### src/rtl/deadlock_block_aggregator.sv
// ---------------------------------------------------------------------------
// deadlock_block_aggregator
//
// Collects the `block` outputs of NUM_MON deadlock monitors and a global
// progress strobe. A deadlock is declared only after THRESH consecutive
// cycles in which at least one monitor is blocking and nothing progressed.
// Diagnostics (first blocking monitor, accumulated blocking mask, timestamp
// of detection) are latched and held until clear or reset.
//
// Ports:
//   clock          in   clock
//   reset          in   synchronous, active-high reset
//   mon_block      in   [NUM_MON]  bit i = block output of monitor i
//   progress       in   any stream/ap handshake completed this cycle
//   clear          in   synchronous re-arm back to IDLE
//   deadlock       out  sticky deadlock flag
//   deadlock_pulse out  one-cycle strobe when deadlock rises
//   first_idx      out  [IDX_W]    lowest blocking index, first cycle of episode
//   blocked_mask   out  [NUM_MON]  OR of mon_block over the episode
//   detect_cycle   out  [CNT_W]    cycle stamp of the THRESH-th blocked cycle
//   state          out  [2]        0=IDLE 1=SUSPECT 2=DEADLOCK
// ---------------------------------------------------------------------------
module deadlock_block_aggregator #(
    parameter int NUM_MON = 4,
    parameter int THRESH  = 1000,
    parameter int CNT_W   = 32,
    parameter int IDX_W   = 2
) (
    input  logic               clock,
    input  logic               reset,
    input  logic [NUM_MON-1:0] mon_block,
    input  logic               progress,
    input  logic               clear,
    output logic               deadlock,
    output logic               deadlock_pulse,
    output logic [IDX_W-1:0]   first_idx,
    output logic [NUM_MON-1:0] blocked_mask,
    output logic [CNT_W-1:0]   detect_cycle,
    output logic [1:0]         state
);

    localparam int SC_W = $clog2(THRESH + 1);
    localparam logic [SC_W:0] THRESH_C = (SC_W + 1)'(THRESH);

    typedef enum logic [1:0] {
        ST_IDLE     = 2'd0,
        ST_SUSPECT  = 2'd1,
        ST_DEADLOCK = 2'd2
    } state_e;

    state_e             state_q, state_d;
    logic [SC_W-1:0]    stall_q, stall_d;
    logic [NUM_MON-1:0] mask_q, mask_d;
    logic [IDX_W-1:0]   first_q, first_d;
    logic [CNT_W-1:0]   det_q, det_d;
    logic               dl_q, dl_d;
    logic               pulse_q, pulse_d;
    logic [CNT_W-1:0]   cyc_q;

    logic               blocked_c;
    logic [SC_W:0]      stall_inc;
    logic               reach_thresh;
    logic               enter_dl;

    // Lowest set bit wins: scan from the top so the last hit is the lowest.
    function automatic logic [IDX_W-1:0] lowest_set(input logic [NUM_MON-1:0] v);
        logic [IDX_W-1:0] idx;
        idx = '0;
        for (int i = NUM_MON - 1; i >= 0; i--) begin
            if (v[i]) idx = IDX_W'(i);
        end
        return idx;
    endfunction

    // Progress in the same cycle as a block cancels it.
    assign blocked_c    = (|mon_block) & ~progress;
    // One bit wider than the counter so the compare never overflows.
    assign stall_inc    = {1'b0, stall_q} + (SC_W + 1)'(1);
    assign reach_thresh = (stall_inc >= THRESH_C);

    // State register and free-running timestamp
    always_ff @(posedge clock) begin
        if (reset) begin
            state_q <= ST_IDLE;
            cyc_q   <= '0;
        end else begin
            state_q <= state_d;
            cyc_q   <= cyc_q + CNT_W'(1);
        end
    end

    // Next-state logic
    always_comb begin
        state_d = state_q;
        if (clear) begin
            state_d = ST_IDLE;
        end else begin
            case (state_q)
                ST_IDLE: begin
                    if (blocked_c) state_d = (THRESH <= 1) ? ST_DEADLOCK : ST_SUSPECT;
                end
                ST_SUSPECT: begin
                    if (!blocked_c)       state_d = ST_IDLE;
                    else if (reach_thresh) state_d = ST_DEADLOCK;
                end
                ST_DEADLOCK: state_d = ST_DEADLOCK;
                default:     state_d = ST_IDLE;
            endcase
        end
    end

    assign enter_dl = (state_d == ST_DEADLOCK) && (state_q != ST_DEADLOCK);

    // Counter and diagnostic next values
    always_comb begin
        stall_d = stall_q;
        mask_d  = mask_q;
        first_d = first_q;
        det_d   = det_q;
        dl_d    = dl_q;
        pulse_d = 1'b0;
        if (clear) begin
            stall_d = '0;
            mask_d  = '0;
            first_d = '0;
            det_d   = '0;
            dl_d    = 1'b0;
        end else begin
            case (state_q)
                ST_IDLE: begin
                    if (blocked_c) begin
                        stall_d = SC_W'(1);
                        mask_d  = mon_block;
                        first_d = lowest_set(mon_block);
                    end
                end
                ST_SUSPECT: begin
                    if (blocked_c) begin
                        mask_d = mask_q | mon_block;
                        // stall_inc never exceeds THRESH here, so it fits.
                        stall_d = stall_inc[SC_W-1:0];
                    end else begin
                        stall_d = '0;
                        mask_d  = '0;
                        first_d = '0;
                    end
                end
                default: ;
            endcase
            if (enter_dl) begin
                dl_d    = 1'b1;
                pulse_d = 1'b1;
                det_d   = cyc_q;
            end
        end
    end

    // Diagnostic registers
    always_ff @(posedge clock) begin
        if (reset) begin
            stall_q <= '0;
            mask_q  <= '0;
            first_q <= '0;
            det_q   <= '0;
            dl_q    <= 1'b0;
            pulse_q <= 1'b0;
        end else begin
            stall_q <= stall_d;
            mask_q  <= mask_d;
            first_q <= first_d;
            det_q   <= det_d;
            dl_q    <= dl_d;
            pulse_q <= pulse_d;
        end
    end

    // Outputs straight from registers
    always_comb begin
        deadlock       = dl_q;
        deadlock_pulse = pulse_q;
        first_idx      = first_q;
        blocked_mask   = mask_q;
        detect_cycle   = det_q;
        state          = state_q;
    end

endmodule

### config.mk
export PLATFORM = sky130hd
export DESIGN_NAME = deadlock_block_aggregator
export DESIGN_NICKNAME = d
export VERILOG_FILES = /design/src/rtl/deadlock_block_aggregator.sv
export SDC_FILE = /design/constraint.sdc
export NUM_CORES = 1
export LEC_CHECK = 0
export ABC_AREA = 1
export CAP_MARGIN = 20
export CORE_UTILIZATION = 45
export CTS_BUF_LIST = sky130_fd_sc_hd__clkbuf_16
export CTS_CLUSTER_SIZE = 10
export DETAILED_ROUTE_END_ITERATION = 6
export PLACE_DENSITY_LB_ADDON = 0.05
export SLEW_MARGIN = 20
export SYNTH_ARGS = -nofsm -noshare
export SYNTH_HDL_FRONTEND = slang
export SYNTH_SLANG_ARGS = --single-unit
### constraint.sdc
create_clock -name clock -period 5.75 [get_ports clock]
set_clock_uncertainty 0.2 [all_clocks]
set_input_delay 0.575 -clock clock [delete_from_list [all_inputs] [get_ports clock]]
set_output_delay 0.575 -clock clock [all_outputs]
set_load 0.01 [all_outputs]
# Yosys cells after proc, flatten, opt, wreduce, memory -nomap -nowiden
# Cells that the tools add are included.
# word_totals
latchBits	0
mem_bits_rw	0
output_inout_bits	42
n_memories	0
register_bits	84
input_bits	8
mem_bits_ro	0
word_cells	46
# op_classes
n_bitwise	3
n_div	0
order_cmp	1
reduce_logical	7
mul	0
eq_ne	6
muxes	19
addsub	2
n_shift	0
# ops
op	n
$add 32x1->32 const B	1
$mux 10	2
$mux 2	10
$pmux 10 s2	1
$add 10x1->11 const B	1
$ge 11x10->1 const B	1
$mux 4	2
$pmux 4 s2	1
$ne 2x2->1 const B	3
$pmux 2 s3	1
$eq 2x2->1 const B	2
$or 4x4->4	1
$pmux 2 s2	1
$reduce_or 4->1	1
$reduce_and 3->1	1
$eq 2x1->1 const B	1
$logic_not 2->1	1
$reduce_and 2->1	1
$reduce_bool 2->1	1
$reduce_or 2->1	1
$and 1x1->1	1
$logic_and 1x1->1	1
$mux 1	1
$not 1->1	1

# Depth between registers and ports, before layout
# logic_depth
word_depth	9
mapped_depth	17
ltp_nobuf	16

# Worst setup path after synthesis
# Ideal clock, no wire load.
# synth_timing
path_kind	register to register
from	register stall_q[0]
to	register det_q[11] (netlist: detect_cycle[11])
required_time_ns	5.440
setup_slack_ns	3.720
setup_time_ns	0.110
path_stages_with_launch	16
period_less_slack_ns	2.030
n_path_buf	1
arrival_time_ns	1.720
path_cell_list	dfxtp_1 ha_1 nand2_2 nor2_1 nand3b_1 nand2_1 nand2_1 nor2_1 nand2_1 nand2_1 nand2_1 nand2_2 buf_2 nand4_1 nand2_1 nor2_1
# synth_via
elab_chain_cells	8
# synth_lines
item	line_no	source
start, declared	52	logic [SC_W-1:0] stall_q, stall_d;
start signal, assigned	168	stall_q <= stall_d;
$add 10x1->11	78	assign stall_inc = {1'b0, stall_q} + (SC_W + 1)'(1);
$ge 11x10->1	79	assign reach_thresh = (stall_inc >= THRESH_C);
$mux 2	104	else if (reach_thresh) state_d = ST_DEADLOCK;
$mux 2	103	if (!blocked_c) state_d = ST_IDLE;
$pmux 2 s3	98	case (state_q)
$mux 2	95	if (clear) begin
$eq 2x2->1	112	assign enter_dl = (state_d == ST_DEADLOCK) && (state_q != ST_DEADLOCK);
$logic_and 1x1->1	112	
end signal, assigned	171	det_q <= det_d;
end, declared	55	logic [CNT_W-1:0] det_q, det_d;
# No other way between the ends.
# A chain may end at the register's enable or synchronous reset.

# Worst setup path after layout
# layout_timing
from	input port mon_block[3]
to	register det_q[9] (netlist: detect_cycle[9])
# layout_via
elab_chain_cells	7
word_cells_on_any_way	8
cone_classes	eq/ne (1); mux (4); bitwise (1); reduce/logical (2)
# layout_lines
item	line_no	source
start, declared	31	input logic [NUM_MON-1:0] mon_block,
$reduce_or 4->1 (*)	76	assign blocked_c = (|mon_block) & ~progress;
$and 1x1->1 (*)	76	
$mux 2, on equally long branches	103, 100	
$pmux 2 s3 (*)	98	
$mux 2 (*)	95	
$eq 2x2->1 (*)	112	
$logic_and 1x1->1 (*)	112	
# Every way passes the cells marked *; elsewhere a longest branch is shown, timed or not.

==> out/qor.json <==
{
  "critical_path.slowest_cell": {"value": "sky130_fd_sc_hd__nand2_2"},
  "clock_period_minus_final_worst_setup_slack": {"value": 3.36, "unit": "ns"},
  "hold_end": {"value": "blocked_mask[0]$_SDFFE_PP0P_"},
  "max_freq": {"value": 298, "unit": "MHz"},
  "synth_ff_type": {"value": "sky130_fd_sc_hd__dfxtp_1"},
  "final-seq-area": {"value": 1680, "unit": "um2"},
  "crit_fanout": {"value": 34},
  "area_delta_synth_final": {"value": 20.8, "unit": "%"},
  "synth.area.top_cells": {"value": "sky130_fd_sc_hd__dfxtp_1 (42%), sky130_fd_sc_hd__nand2_1 (14%), sky130_fd_sc_hd__inv_1 (11%)"},
  "worst_path_dominant_cell_family": {"value": "simple AND/OR/NAND/NOR gates"},
  "postSynthRegisterBits": {"value": 84},
  "cts_hold_buf": {"value": 0},
  "finalNonFillerCells": {"value": 763},
  "multiInputGateArea": {"value": 1810, "unit": "um2"},
  "dpl.hpwl": {"value": 6160, "unit": "um"},
  "tritoncts": {"value": "done"},
  "path_cells": {"value": "clkdlybuf4s50_1 -> nor2_1 -> a21oi_1 -> nand2_1 -> nor2_1 -> nand2_1 -> nand2_2 -> nand3_4 -> nand2_1 -> inv_1 -> nor2_1"},
  "fp.dieW": {"value": 96.8, "unit": "um"},
  "slowest_delay": {"value": 0.54, "unit": "ns"},
  "worst-setup-path-type": {"value": "in2reg"},
  "pin_count": {"value": 50},
  "post_synth_instance_area": {"value": 4040, "unit": "um2"},
  "max_slew.worst_pin.slew": {"value": 1.06, "unit": "ns"},
  "worst_ep_required_time": {"value": 5.82, "unit": "ns"},
  "result_of_the_run": {"value": "complete, no violations"},
  "postRouteAntennaNets": {"value": 0},
  "hold_start": {"value": "blocked_mask[0]$_SDFFE_PP0P_"},
  "crit_arrival": {"value": 3.43, "unit": "ns"},
  "postSynthAreaPerCell": {"value": 6.62, "unit": "um2"},
  "gpl.final_weighted_congestion": {"value": 0.795},
  "via_count": {"value": 3717},
  "grt_pass1_wl": {"value": 16000, "unit": "um"},
  "grt_setup_unrepaired": {"value": "no"},
  "buf_inv_stages_crit_path": {"value": 2},
  "postSynthNetCount": {"value": 620},
  "cts_made_buffers": {"value": 9},
  "worstSetupEndpointType": {"value": "flop"},
  "synth_enable_flop_cells": {"value": 0},
  "cap_viol_max_count": {"value": 0},
  "power_density": {"value": 251, "unit": "nW/um2"},
  "finalSetupViolCount": {"value": 0},
  "layout.nets": {"value": 662},
  "start_util": {"value": 46.3, "unit": "%"},
  "clockBufferDepth": {"value": 2},
  "number_of_antenna_violations_at_the_first_check_in_global_routing": {"value": 0},
  "yosysUniqueCellTypes": {"value": 32},
  "routedWlPerCell": {"value": 11.8, "unit": "um"},
  "yosys.area.top_type": {"value": "sky130_fd_sc_hd__dfxtp_1"},
  "tns": {"value": 0, "unit": "ns"},
  "drc": {"value": 0},
  "ys.warnings.count": {"value": 0},
  "die-height": {"value": 96.8, "unit": "um"},
  "worst_setup_path_start_kind": {"value": "input port"},
  "synthesis.instances": {"value": 610},
  "cts_resized": {"value": 0},
  "global_route.usage.total": {"value": 20.5, "unit": "%"},
  "ir_worst_vdd": {"value": 0.145, "unit": "mV"},
  "cts_setup_buffers": {"value": 0},
  "hold_viol": {"value": 0},
  "detail_route.first_pass.iterations": {"value": 4},
  "n_antenna_cell": {"value": 0},
  "cts.sinks": {"value": 84},
  "worst_r2r_startpoint": {"value": "stall_q[0]$_SDFFE_PP0P_"},
  "leakagePower": {"value": 1.78, "unit": "nW"},
  "timing.final.max_slew_violations": {"value": 0},
  "rows": {"value": 34},
  "core": {"value": 8720, "unit": "um2"},
  "post_drt_via_cell_ratio": {"value": 4.87},
  "reg2reg_setup_slack": {"value": 2.64, "unit": "ns"},
  "worstHoldPathType": {"value": "reg2reg"},
  "dieArea": {"value": 9360, "unit": "um2"},
  "cts.reportedPaths.clkPinSlew": {"value": 0.06, "unit": "ns"},
  "place.detailed.instances": {"value": 749},
  "vias_in_the_first_global_route": {"value": 3580},
  "drt_first_iter_violations": {"value": 154},
  "relSlewSlack": {"value": 29.4, "unit": "%"},
  "synth_seq_area_share": {"value": 41.6, "unit": "%"},
  "reg2reg_to": {"value": "detect_cycle[9]$_SDFFE_PP0P_"},
  "clock_tree.htree_level_count": {"value": 3},
  "ctsRootBufferMaster": {"value": "sky130_fd_sc_hd__clkbuf_16"},
  "detail_route.wirelength": {"value": 9040, "unit": "um"},
  "synthArstFlopShare": {"value": 0, "unit": "%"},
  "fillers": {"value": 869},
  "layout_worst_path_cycle_share": {"value": 58.4, "unit": "%"},
  "insertion_delay": {"value": 0.33, "unit": "ns"},
  "grt_start_max_net_pins": {"value": 35},
  "synth.top_cell.area_share": {"value": 41.6, "unit": "%"},
  "global_route.overflow_total": {"value": 0},
  "ff2ff_path_depth": {"value": 15},
  "drive_gt1_share": {"value": 4.43, "unit": "%"},
  "place.port_buffers": {"value": 49},
  "holdPathStages": {"value": 2}
}
## cells in the final DEF, fill, tap and decap left out, types with 2 or more instances in the layout
cell type / n
sky130_fd_sc_hd__a211oi_1: 2
sky130_fd_sc_hd__a21oi_1: 33
sky130_fd_sc_hd__buf_4: 3
sky130_fd_sc_hd__bufinv_16: 2
sky130_fd_sc_hd__clkbuf_16: 9
sky130_fd_sc_hd__clkdlybuf4s50_1: 49
sky130_fd_sc_hd__clkinv_1: 2
sky130_fd_sc_hd__dfxtp_1: 84
sky130_fd_sc_hd__ha_1: 2
sky130_fd_sc_hd__inv_1: 119
sky130_fd_sc_hd__nand2_1: 155
sky130_fd_sc_hd__nand2_2: 2
sky130_fd_sc_hd__nand3_1: 13
sky130_fd_sc_hd__nand3b_1: 3
sky130_fd_sc_hd__nand4_1: 37
sky130_fd_sc_hd__nor2_1: 74
sky130_fd_sc_hd__nor2_2: 6
sky130_fd_sc_hd__nor3_1: 17
sky130_fd_sc_hd__nor3_2: 2
sky130_fd_sc_hd__nor3b_1: 5
sky130_fd_sc_hd__nor4_1: 4
sky130_fd_sc_hd__o21ai_0: 18
sky130_fd_sc_hd__or2_2: 2
sky130_fd_sc_hd__xor2_1: 4
## registers in the layout, summed over array words and instances, names as in the netlist
| name | flops |
|---|---|
| cyc_q | 32 |
| stall_q | 10 |
| blocked_mask | 4 |
| deadlock | 1 |
| state | 2 |
| deadlock_pulse | 1 |
| detect_cycle | 32 |
| first_idx | 2 |
## worst max-delay path by stage
| stage | from | end | slack, ns | cells after the start |
|---|---|---|---|---|
| after floorplan | stall_q[0]$_SDFFE_PP0P_ | detect_cycle[11]$_SDFFE_PP0P_ | 3.72 | 15 |
| after global placement | mon_block[3] | deadlock$_SDFFE_PP0P_ | 2.15 | 9 |
| after detailed placement | mon_block[3] | detect_cycle[9]$_SDFFE_PP0P_ | 2.05 | 11 |
| after CTS | mon_block[3] | detect_cycle[9]$_SDFFE_PP0P_ | 2.38 | 11 |
| after global routing | mon_block[3] | detect_cycle[9]$_SDFFE_PP0P_ | 2.04 | 11 |
| final | mon_block[3] | detect_cycle[9]$_SDFFE_PP0P_ | 2.39 | 11 |
## cells by family (layout without fill, tap and decap cells)
group / Yosys count / after routing / synth area share (%)
buffers and inverters: 139 / 184 / 13.6
AOI/OAI and AO/OA: 57 / 57 / 7.46
adders and majority gates: 2 / 2 / 0.619
and+or+nand+nor: 323 / 323 / 35.6
xor gates and xnor gates: 5 / 5 / 1.08
DFF: 84 / 84 / 41.6
## cell usage after synthesis (all sizes together), types with 3 or more instances
library cell / number
a21oi: 34
buf: 9
clkbuf: 12
dfxtp: 84
inv: 117
nand2: 157
nand3: 15
nand3b: 3
nand4: 37
nor2: 80
nor3: 19
nor3b: 5
nor4: 4
o21ai: 18
xor2: 4
## worst register-to-register path: stages (launching register included)
cell	delay (ns)
sky130_fd_sc_hd__dfxtp_1	0.40
sky130_fd_sc_hd__ha_1	0.28
sky130_fd_sc_hd__nand2_2	0.11
sky130_fd_sc_hd__nor2_1	0.15
sky130_fd_sc_hd__nand3b_1	0.09
sky130_fd_sc_hd__nand2_1	0.09
sky130_fd_sc_hd__nand2_1	0.06
sky130_fd_sc_hd__nor2_1	0.09
sky130_fd_sc_hd__nand2_1	0.05
sky130_fd_sc_hd__nand2_1	0.08
sky130_fd_sc_hd__nand2_1	0.07
sky130_fd_sc_hd__nand2_2	0.54
sky130_fd_sc_hd__nand3_4	0.50
sky130_fd_sc_hd__nand2_1	0.20
sky130_fd_sc_hd__inv_1	0.05
sky130_fd_sc_hd__nor2_1	0.10
## layout make-up
cell class | count | share of cell area [%]
Multi-Input combinational cell | 387 | 37.1
Clock inverter | 5 | 1.46
Sequential cell | 84 | 34.4
Timing Repair Buffer | 52 | 10.5
Inverter | 118 | 9.07
Tap cell | 108 | 2.77
Clock buffer | 9 | 4.61
## per-stage QoR
stage	hold WS, ns	power (mW)	setup WS (ns)	area [um2]	utilization (%)
floorplan	0.230	0.631	3.72	4040	-
finish	0.260	1.22	2.39	4880	56.0
global placement	0.248	0.648	2.15	4590	52.6
global route	0.281	1.27	2.04	4880	56.0
CTS	0.264	1.24	2.38	4880	56.0
detailed placement	0.255	0.649	2.05	4590	52.6
## metal layers
metal	up-vias	global-route usage, %	routed length [um]
li1	1986	-	-
met1	1666	25.4	4410
met2	56	35.6	4270
met3	9	3.03	251
met4	0	8.15	110
met5	-	0	0
## report_power, final
part	leakage, nW	total, mW	internal (mW)	switching [mW]
clock	0.151	0.589	0.371	0.218
combinational	0.956	0.0465	0.0164	0.0301
sequential	0.678	0.589	0.586	0.00321
total	1.78	1.22	0.973	0.251
(Power assumes the default switching activity.)
